`src/rtl/vga_timing_pkg.sv`:
```
// Shared types and default timing constants for the VGA raster sequencer.
// Holds the per-axis phase encoding and the axis-total helper.
// No logic; imported by the axis counter and the top level.
package vga_timing_pkg;

    // Phase of one raster axis; both axes walk through these in order.
    typedef enum logic [1:0] {
        PH_ACTIVE = 2'd0,
        PH_FRONT  = 2'd1,
        PH_SYNC   = 2'd2,
        PH_BACK   = 2'd3
    } phase_e;

    // Length of one full axis period in counts.
    function automatic int axis_total(input int active, input int fp, input int sync, input int bp);
        return active + fp + sync + bp;
    endfunction

    // 640x480 @ 72 Hz on a 31.5 MHz pixel clock.
    localparam int DEF_H_ACTIVE = 640;
    localparam int DEF_H_FP     = 24;
    localparam int DEF_H_SYNC   = 40;
    localparam int DEF_H_BP     = 128;
    localparam int DEF_V_ACTIVE = 480;
    localparam int DEF_V_FP     = 9;
    localparam int DEF_V_SYNC   = 3;
    localparam int DEF_V_BP     = 28;

endpackage

```
`src/rtl/vga_axis_counter.sv`:
```
// One raster axis: position counter plus phase FSM (ACTIVE/FRONT/SYNC/BACK).
// Count and phase register on the step edge; phase_o/wrap_o describe the coming edge.
// step=0 holds all state; clear has priority over step and returns to count 0 / ACTIVE.
module vga_axis_counter
    import vga_timing_pkg::*;
#(
    parameter int ACTIVE = DEF_H_ACTIVE,
    parameter int FP     = DEF_H_FP,
    parameter int SYNC   = DEF_H_SYNC,
    parameter int BP     = DEF_H_BP,
    parameter int W      = 11
) (
    input  logic         clk_i,
    input  logic         rst_i,
    input  logic         step_i,
    input  logic         clear_i,
    output logic [W-1:0] count_o,
    output logic [1:0]   phase_o,   // phase of the count being loaded on this edge
    output logic         wrap_o     // this step takes the count from TOTAL-1 back to 0
);

    localparam int TOTAL = axis_total(ACTIVE, FP, SYNC, BP);
    localparam logic [W-1:0] END_ACTIVE = W'(ACTIVE - 1);
    localparam logic [W-1:0] END_FRONT  = W'(ACTIVE + FP - 1);
    localparam logic [W-1:0] END_SYNC   = W'(ACTIVE + FP + SYNC - 1);
    localparam logic [W-1:0] LAST       = W'(TOTAL - 1);

    phase_e       phase_q, phase_d;
    logic [W-1:0] count_q, count_d;
    logic         at_last;

    assign at_last = (count_q == LAST);

    // State register: count and phase move together.
    always_ff @(posedge clk_i or posedge rst_i) begin
        if (rst_i) begin
            phase_q <= PH_ACTIVE;
            count_q <= '0;
        end else begin
            phase_q <= phase_d;
            count_q <= count_d;
        end
    end

    // Next state: phase changes on the last count of the current phase.
    always_comb begin
        phase_d = phase_q;
        count_d = count_q;
        if (clear_i) begin
            phase_d = PH_ACTIVE;
            count_d = '0;
        end else if (step_i) begin
            count_d = at_last ? '0 : count_q + 1'b1;
            case (phase_q)
                PH_ACTIVE: if (count_q == END_ACTIVE) phase_d = PH_FRONT;
                PH_FRONT:  if (count_q == END_FRONT)  phase_d = PH_SYNC;
                PH_SYNC:   if (count_q == END_SYNC)   phase_d = PH_BACK;
                PH_BACK:   if (at_last)               phase_d = PH_ACTIVE;
                default:                              phase_d = PH_ACTIVE;
            endcase
        end
    end

    // Outputs: next phase lets the top register decodes aligned with the count.
    always_comb begin
        count_o = count_q;
        phase_o = phase_d;
        wrap_o  = step_i && !clear_i && at_last;
    end

endmodule

```
`src/rtl/vga_timing_ctrl.sv`:
```
// VGA raster sequencer: h/v counters, sync, blank, line/frame strobes, delayed sync/blank.
// sync/blank are registered from next-count decode, so they align with hcount/vcount; *_d lag PIPE_DELAY.
// enable=0 freezes everything (delay line included); restart overrides the freeze.
module vga_timing_ctrl
    import vga_timing_pkg::*;
#(
    parameter int   H_ACTIVE   = DEF_H_ACTIVE,
    parameter int   H_FP       = DEF_H_FP,
    parameter int   H_SYNC     = DEF_H_SYNC,
    parameter int   H_BP       = DEF_H_BP,
    parameter int   V_ACTIVE   = DEF_V_ACTIVE,
    parameter int   V_FP       = DEF_V_FP,
    parameter int   V_SYNC     = DEF_V_SYNC,
    parameter int   V_BP       = DEF_V_BP,
    parameter logic H_SYNC_POL = 1'b0,
    parameter logic V_SYNC_POL = 1'b0,
    parameter int   PIPE_DELAY = 2
) (
    input  logic        pixel_clock,
    input  logic        reset,
    input  logic        enable,
    input  logic        restart,
    output logic [10:0] hcount,
    output logic [9:0]  vcount,
    output logic        hsync,
    output logic        vsync,
    output logic        blank,
    output logic        line_start,
    output logic        frame_start,
    output logic        hsync_d,
    output logic        vsync_d,
    output logic        blank_b_d
);

    logic       h_wrap, v_wrap;
    logic [1:0] h_phase_nxt, v_phase_nxt;
    logic       hsync_q, vsync_q, blank_q, line_start_q, frame_start_q;
    logic       hsync_d_n, vsync_d_n, blank_d_n, line_start_d, frame_start_d;

    vga_axis_counter #(
        .ACTIVE(H_ACTIVE), .FP(H_FP), .SYNC(H_SYNC), .BP(H_BP), .W(11)
    ) u_h (
        .clk_i   (pixel_clock),
        .rst_i   (reset),
        .step_i  (enable),
        .clear_i (restart),
        .count_o (hcount),
        .phase_o (h_phase_nxt),
        .wrap_o  (h_wrap)
    );

    // Vertical axis advances one line each time the horizontal axis wraps.
    vga_axis_counter #(
        .ACTIVE(V_ACTIVE), .FP(V_FP), .SYNC(V_SYNC), .BP(V_BP), .W(10)
    ) u_v (
        .clk_i   (pixel_clock),
        .rst_i   (reset),
        .step_i  (h_wrap),
        .clear_i (restart),
        .count_o (vcount),
        .phase_o (v_phase_nxt),
        .wrap_o  (v_wrap)
    );

    // Decode of the next position; a frozen raster decodes to the same values.
    always_comb begin
        hsync_d_n     = (h_phase_nxt == PH_SYNC) ? H_SYNC_POL : ~H_SYNC_POL;
        vsync_d_n     = (v_phase_nxt == PH_SYNC) ? V_SYNC_POL : ~V_SYNC_POL;
        blank_d_n     = (h_phase_nxt != PH_ACTIVE) || (v_phase_nxt != PH_ACTIVE);
        line_start_d  = restart || h_wrap;
        frame_start_d = restart || (h_wrap && v_wrap);
    end

    // Output registers; strobes are single-cycle because their causes are.
    always_ff @(posedge pixel_clock or posedge reset) begin
        if (reset) begin
            hsync_q       <= ~H_SYNC_POL;
            vsync_q       <= ~V_SYNC_POL;
            blank_q       <= 1'b0;
            line_start_q  <= 1'b0;
            frame_start_q <= 1'b0;
        end else begin
            hsync_q       <= hsync_d_n;
            vsync_q       <= vsync_d_n;
            blank_q       <= blank_d_n;
            line_start_q  <= line_start_d;
            frame_start_q <= frame_start_d;
        end
    end

    assign hsync       = hsync_q;
    assign vsync       = vsync_q;
    assign blank       = blank_q;
    assign line_start  = line_start_q;
    assign frame_start = frame_start_q;

    generate
        if (PIPE_DELAY == 0) begin : g_nopipe
            assign {hsync_d, vsync_d, blank_b_d} = {hsync_q, vsync_q, ~blank_q};
        end else begin : g_pipe
            localparam logic [2:0] PIPE_RST = {~H_SYNC_POL, ~V_SYNC_POL, 1'b1};
            logic [2:0] pipe_q [PIPE_DELAY];

            // Delay line shifts only when the raster moves, so it stays in step across freezes.
            always_ff @(posedge pixel_clock or posedge reset) begin
                if (reset) begin
                    for (int i = 0; i < PIPE_DELAY; i++) pipe_q[i] <= PIPE_RST;
                end else if (enable || restart) begin
                    pipe_q[0] <= {hsync_q, vsync_q, ~blank_q};
                    for (int i = 1; i < PIPE_DELAY; i++) pipe_q[i] <= pipe_q[i-1];
                end
            end

            assign {hsync_d, vsync_d, blank_b_d} = pipe_q[PIPE_DELAY-1];
        end
    endgenerate

endmodule
```
`config.mk`:
```
export PLATFORM = sky130hd
export DESIGN_NAME = vga_timing_ctrl
export DESIGN_NICKNAME = d
export VERILOG_FILES = /design/src/rtl/vga_timing_pkg.sv /design/src/rtl/vga_axis_counter.sv /design/src/rtl/vga_timing_ctrl.sv
export SDC_FILE = /design/constraint.sdc
export NUM_CORES = 1
export LEC_CHECK = 0
export ABC_AREA = 1
export CAP_MARGIN = 20
export CORE_ASPECT_RATIO = 1.5
export CORE_MARGIN = 3
export CORE_UTILIZATION = 40
export CTS_CLUSTER_SIZE = 28
export DETAILED_ROUTE_END_ITERATION = 12
export GPL_ROUTABILITY_DRIVEN = 0
export PLACE_DENSITY = 0.67
export SLEW_MARGIN = 0
export SYNTH_ARGS = -nofsm -noshare
export SYNTH_HDL_FRONTEND = slang
export SYNTH_HIERARCHICAL = 1
export SYNTH_SLANG_ARGS = --single-unit
```
`constraint.sdc`:
```
create_clock -name pixel_clock -period 5.9 [get_ports pixel_clock]
set_input_delay 0.59 -clock pixel_clock [delete_from_list [all_inputs] [get_ports pixel_clock]]
set_output_delay 0.59 -clock pixel_clock [all_outputs]
set_load 0.02 [all_outputs]
```
==> impl_metrics.toml, run 1 <==
[cts]
clock_latency_ns = 0.29
cts.reportedPaths.clkPinSlew_ns = 0.08
clockBufferDepth = 2
cts_sinks = 36
cts_hold_buf = 0
cts_setup_buffers = 0
cts_tree = "done"
h-tree-depth = 2
cts_inserted_buffers = 5
cts_root_buf = "clkbuf_8"
cts_resized = 0

[timing]
worst_slew_pin_slew_ns = 0.525
setup_viol = 0
final_hold_viol_count = 0
skew_ns = 0.0108
rsz0062_at_grt = "no"
whs_ns = 0.468
fmax_ghz = 0.406
period_share = 0.417
setup_tns_ns = 0
fin_ws_ns = 3.44
period_minus_slack_ns = 2.46
maxSlewViolCount = 0
slew_headroom = 0.649

[run_status]
status = "completed"

[logic_synthesis]
synthCells = 268
syn_nets = 275
synthArstFlopShare = 1.00
yosysTopAreaCell = "dfrtp_1"
ys_seq_elements = 36
synth_edf_count = 0
ys_seq_area_frac = 0.439
syn_area_um2 = 2080
ys_types = 30
yosys_warnings = 6
avgSynthCellArea_um2 = 7.75
ys.flop_type = "dfrtp_1"
yosys-top-cells-area = "dfrtp_1 34%, nand2_1 14%, dfstp_2 10%"
synth_top_cell_area_share = 0.337

[grt]
grt-ovfl-total = 0
grt_pass1_vias = 1820
grt_start_max_net_pins = 14
grt_pass1_wl_um = 7950
grt_antenna_before_repair = 0
grt.total_usage = 0.168

[setup_path]
r2r_cells = 13
r2r-end = "blank$_DFF_PP0_"
r2r_start = "u_h/count_o[0]$_DFFE_PP0P_"
crit_start = "restart"
critPathLaunchType = "input pin"
crit_fanout = 13
crit_path_cell_trace = "clkdlybuf4s50_1 > nor2_2 > inv_1 > nor2_1 > inv_1 > nor2_1 > inv_1 > a21oi_1 > nand2_1 > nand2_1 > nor2_1 > nand2_1"
cp-end-kind = "flop"
worst-setup-path-type = "input pin to flop"
crit_end = "blank$_DFF_PP0_"
r2r_slack_ns = 3.65
cpMaxStageDelayCell = "clkdlybuf4s50_1"
worstPathRequired_ns = 6.14
worstPathArrival_ns = 2.70
critPathMaxStageDelay_ns = 0.65

[die]
io_pins = 33
core_region_area_um2 = 4930
placementRows = 31
fp.dieH_um = 94.3
start_util = 0.422
die_x_um = 64.8
die_area_um2 = 6110

[place]
dp_hpwl_um = 3500
port_buffers = 32
dp_cells = 365
pre_cts_ws_ns = 3.14

[layout]
synthToLayoutAreaGrowth_pct = 24.5
fin_cells = 373
drive_above_1_share = 0.156
finalNetCount = 313
finalCoreUtilization = 0.525
diodes = 0

[pwr]
p_leak_nw = 1.08
p_per_area_nw_per_um2 = 198
peakVddDrop_mv = 0.128

[routing]
vias = 1799
drt_wl_total_um = 4610
drc_errors = 0
drtPass1Iterations = 4
ant_nets = 0
drtIter0Drc = 93
detail_route.wl_per_cell_um = 12.4
via_per_inst = 4.82

[worst_hold_path]
hold_path.class = "flop to flop"

[flow_run]
maxCapViolations = 0
## per-stage QoR
stage	total power, mW	area [µm²]
after global placement	0.297	2470
after detailed placement	0.298	2470
final	0.513	2590
after CTS	0.521	2590
after floorplan	0.281	2080
after global routing	0.535	2590
## worst max-delay path: cells and delay by family
| family | cells | cell delay (ns) |
|---|---|---|
| buf+inv | 4 | 0.93 |
| compound gates | 1 | 0.13 |
| simple gates | 7 | 1.03 |
## layer usage
metal	wire length (µm)	global-route usage
met1	1920	0.188
met2	2440	0.301
met3	151	0.0383
met4	96	0.0723
met5	0	0
## state kept, by name, indices dropped and copies added (netlist names)
name	count
u_h/count_o	11
u_v/phase_q	2
vsync_d	1
g_pipe.pipe_q	3
u_v/count_o	10
hsync	1
hsync_d	1
u_h/phase_q	2
blank	1
blank_b_d	1
vsync	1
line_start	1
frame_start	1
## worst min-delay path by stage
stage	startpoint	end	slack, ns	cells past startpoint
2_1_floorplan	reset	blank$_DFF_PP0_	0.44	1
3_3_place_gp	g_pipe.pipe_q[5]$_DFFE_PP1P_	g_pipe.pipe_q[5]$_DFFE_PP1P_	0.45	2
3_5_place_dp	blank_b_d$_DFFE_PP1P_	blank_b_d$_DFFE_PP1P_	0.46	2
4_1_cts	blank_b_d$_DFFE_PP1P_	blank_b_d$_DFFE_PP1P_	0.47	2
5_1_grt	blank_b_d$_DFFE_PP1P_	blank_b_d$_DFFE_PP1P_	0.48	2
6_report	blank_b_d$_DFFE_PP1P_	blank_b_d$_DFFE_PP1P_	0.47	2
## cell usage in the layout (no fill, tap or decap), types with 6 or more instances in the layout
cell type / synthesis / routed
nand3_1: 20 / 20
nand3_2: 6 / 6
a21oi_1: 6 / 6
clkdlybuf4s50_1: 0 / 32
dfstp_2: 8 / 8
o21ai_0: 10 / 10
nor2_1: 21 / 21
inv_1: 36 / 36
o21ai_1: 11 / 11
dfrtp_1: 28 / 28
nand2_1: 77 / 77
## power breakdown
group          internal [mW]  switching (mW)  leakage (nW)
Combinational         0.0123          0.0228         0.553
Sequential             0.254         0.00346         0.470
Clock                  0.125          0.0952        0.0541
Total                  0.391           0.121          1.08
## synth_stat cells (5+ instances only)
| cell | number |
|---|---|
| nor2_4 | 5 |
| o21ai_0 | 10 |
| o21ai_1 | 11 |
| nand3_2 | 6 |
| a21oi_1 | 6 |
| nor2_1 | 21 |
| dfrtp_1 | 28 |
| dfstp_2 | 8 |
| nor2_2 | 5 |
| o22ai_1 | 5 |
| nand3_1 | 20 |
| nand2_1 | 77 |
| inv_1 | 36 |
## layout make-up
cell class | count | area, µm²
Clock buffer | 5 | 68.8
Fill cell | 479 | 2340
Sequential cell | 36 | 911
Multi-Input combinational cell | 190 | 1000
Timing Repair Buffer | 32 | 320
Clock inverter | 3 | 42.5
Tap cell | 66 | 82.6
Inverter | 41 | 156
## kinds of logic (layout without fill, tap and decap cells)
kind of cell,Yosys count,in the layout,share of synthesized area
AND/OR/NAND/NOR,146,146,0.343
buffers and inverters,42,81,0.0777
AO/OA/AOI/OAI,37,37,0.106
flip-flops,36,36,0.439
XOR/XNOR,4,4,0.0169
adder cells (fa/ha/maj),3,3,0.0181
(Power assumes the default switching activity.)
==> inputs of run 2 (changes only) <==
clock period = 2.3 ns   (was 5.9 ns; I/O delays follow)
==> impl_metrics.toml, run 2 (same netlist as run 1, synthesis figures left out) <==
[routing]
drtIter0Drc = 94
drc_errors = 0
drtPass1Iterations = 4
ant_nets = 0
vias = 1854
drt_wl_total_um = 4710
via_per_inst = 4.92
detail_route.wl_per_cell_um = 12.5

[grt]
grt_pass1_vias = 1819
grt.total_usage = 0.169
grt_start_max_net_pins = 14
grt_pass1_wl_um = 8050
grt-ovfl-total = 0
grt_antenna_before_repair = 0

[cts]
cts_tree = "done"
clockBufferDepth = 2
clock_latency_ns = 0.29
cts_hold_buf = 0
cts_sinks = 36
cts_inserted_buffers = 5
h-tree-depth = 2
cts_setup_buffers = 0
cts.reportedPaths.clkPinSlew_ns = 0.07
cts_root_buf = "clkbuf_8"

[layout]
fill_cells = 487
design_area_um2 = 2640
finalNetCount = 317
register_area_um2 = 911
largest_register_ffs = 11
fin_cells = 377
final_cell_mix = "77 x nand2_1, 36 x inv_1, 32 x clkdlybuf4s50_1, 28 x dfrtp_1"
diodes = 0
drive_above_1_share = 0.174
final_common_cell = "nand2_1"
synthToLayoutAreaGrowth_pct = 26.9
multiInputGateArea_um2 = 1010

[timing]
skew_ns = 0.00262
setup_tns_ns = 0
rsz0062_at_grt = "no"
slew_headroom = 0.642
period_share = 0.898
fmax_ghz = 0.484
worst_slew_pin_slew_ns = 0.537
final_hold_viol_count = 0
period_minus_slack_ns = 2.07
setup_viol = 0
maxSlewViolCount = 0

[pwr]
p_leak_nw = 1.10
netSwitchingFraction = 0.215
internal_power_mw = 1.07
seq_power_share = 0.485
pwr-share-clk = 0.446
peakVddDrop_mv = 0.261
p_comb_frac = 0.069
p_per_area_nw_per_um2 = 516
switchingPower_mw = 0.293

[die]
fp.dieH_um = 94.3
placementRows = 31
core_region_area_um2 = 4930
die_x_um = 64.8
die_area_um2 = 6110
io_pins = 33
start_util = 0.422

[place]
dpl_cell_area_um2 = 2500
port_buffers = 32
dp_cells = 369
dp_hpwl_um = 3480

[setup_path]
worst-setup-path-type = "flop to flop"
crit_fanout = 6
worstPathArrival_ns = 2.24
cp-end-kind = "flop"
worstPathRequired_ns = 2.47
critPathLaunchType = "flop"

[flow_run]
maxCapViolations = 0

[run_status]
status = "completed"

[worst_hold_path]
hold_path.class = "input pin to asynchronous set/reset pin"
run 2: path summary, 6_finish.rpt:
| check | cells past startpoint | start | end | slack (ns) |
|---|---|---|---|---|
| max in group asynchronous | 2 | reset | u_h/count_o[3]$_DFFE_PP0P_ | 1.58 |
| hold reg to reg | 2 | blank_b_d$_DFFE_PP1P_ | blank_b_d$_DFFE_PP1P_ | 0.46 |
| setup reg to reg | 10 | u_h/count_o[0]$_DFFE_PP0P_ | u_v/count_o[0]$_DFFE_PP0P_ | 0.23 |
| setup / recovery | 10 | u_h/count_o[0]$_DFFE_PP0P_ | u_v/count_o[0]$_DFFE_PP0P_ | 0.23 |
| min in group pixel_clock | 2 | blank_b_d$_DFFE_PP1P_ | blank_b_d$_DFFE_PP1P_ | 0.46 |
| hold / removal | 2 | reset | line_start$_DFF_PP0_ | 0.31 |
run 2: per-layer routing:
metal  global-route usage  vias to the layer above  wire [µm]
li1                     -                      931          -
met1                0.177                      867       1880
met2                0.321                       46       2580
met3               0.0335                       10        154
met4               0.0705                        0         94
met5                    0                        -          0
run 2: power groups by stage:
stage	combinational [mW]	sequential, mW	clock, mW
2_1_floorplan	0.0372	0.683	0
3_3_place_gp	0.0941	0.671	0
3_5_place_dp	0.0946	0.672	0
4_1_cts	0.0949	0.660	0.627
5_1_grt	0.105	0.662	0.654
6_report	0.0938	0.660	0.607
run 2: metrics by stage:
step / util / worst slack (ns) / power [mW] / hold WS, ns
finish: 0.535 / 0.234 / 1.36 / 0.313
global route: 0.535 / 0.0298 / 1.42 / 0.344
CTS: 0.534 / 0.160 / 1.38 / 0.318
detailed placement: 0.509 / 0.212 / 0.766 / 0.455
global placement: 0.509 / 0.251 / 0.765 / 0.452
floorplan: - / 0.171 / 0.720 / 0.0767
run 2: timing repair:
item,CTS,global route
endpoints found under the hold margin,0,0
gates resized for setup,0,2
endpoints found under the setup margin,0,8
run 2: layout make-up:
type | instances | share of cell area
multi-input combinational | 190 | 0.383
timing repair buffer | 36 | 0.133
inverter | 41 | 0.0593
clock inverter | 1 | 0.0114
tap | 66 | 0.0313
sequential | 36 | 0.346
clock buffer | 7 | 0.0365
run 2: critical path, stage by stage (launching register included):
cell	delay, ns
dfrtp_1	0.43
ha_2	0.26
nand3_4	0.13
nor2_4	0.17
nand2_2	0.11
nor2_2	0.16
inv_1	0.06
nor2_1	0.16
buf_4	0.16
nand2_4	0.07
o21ai_0	0.26
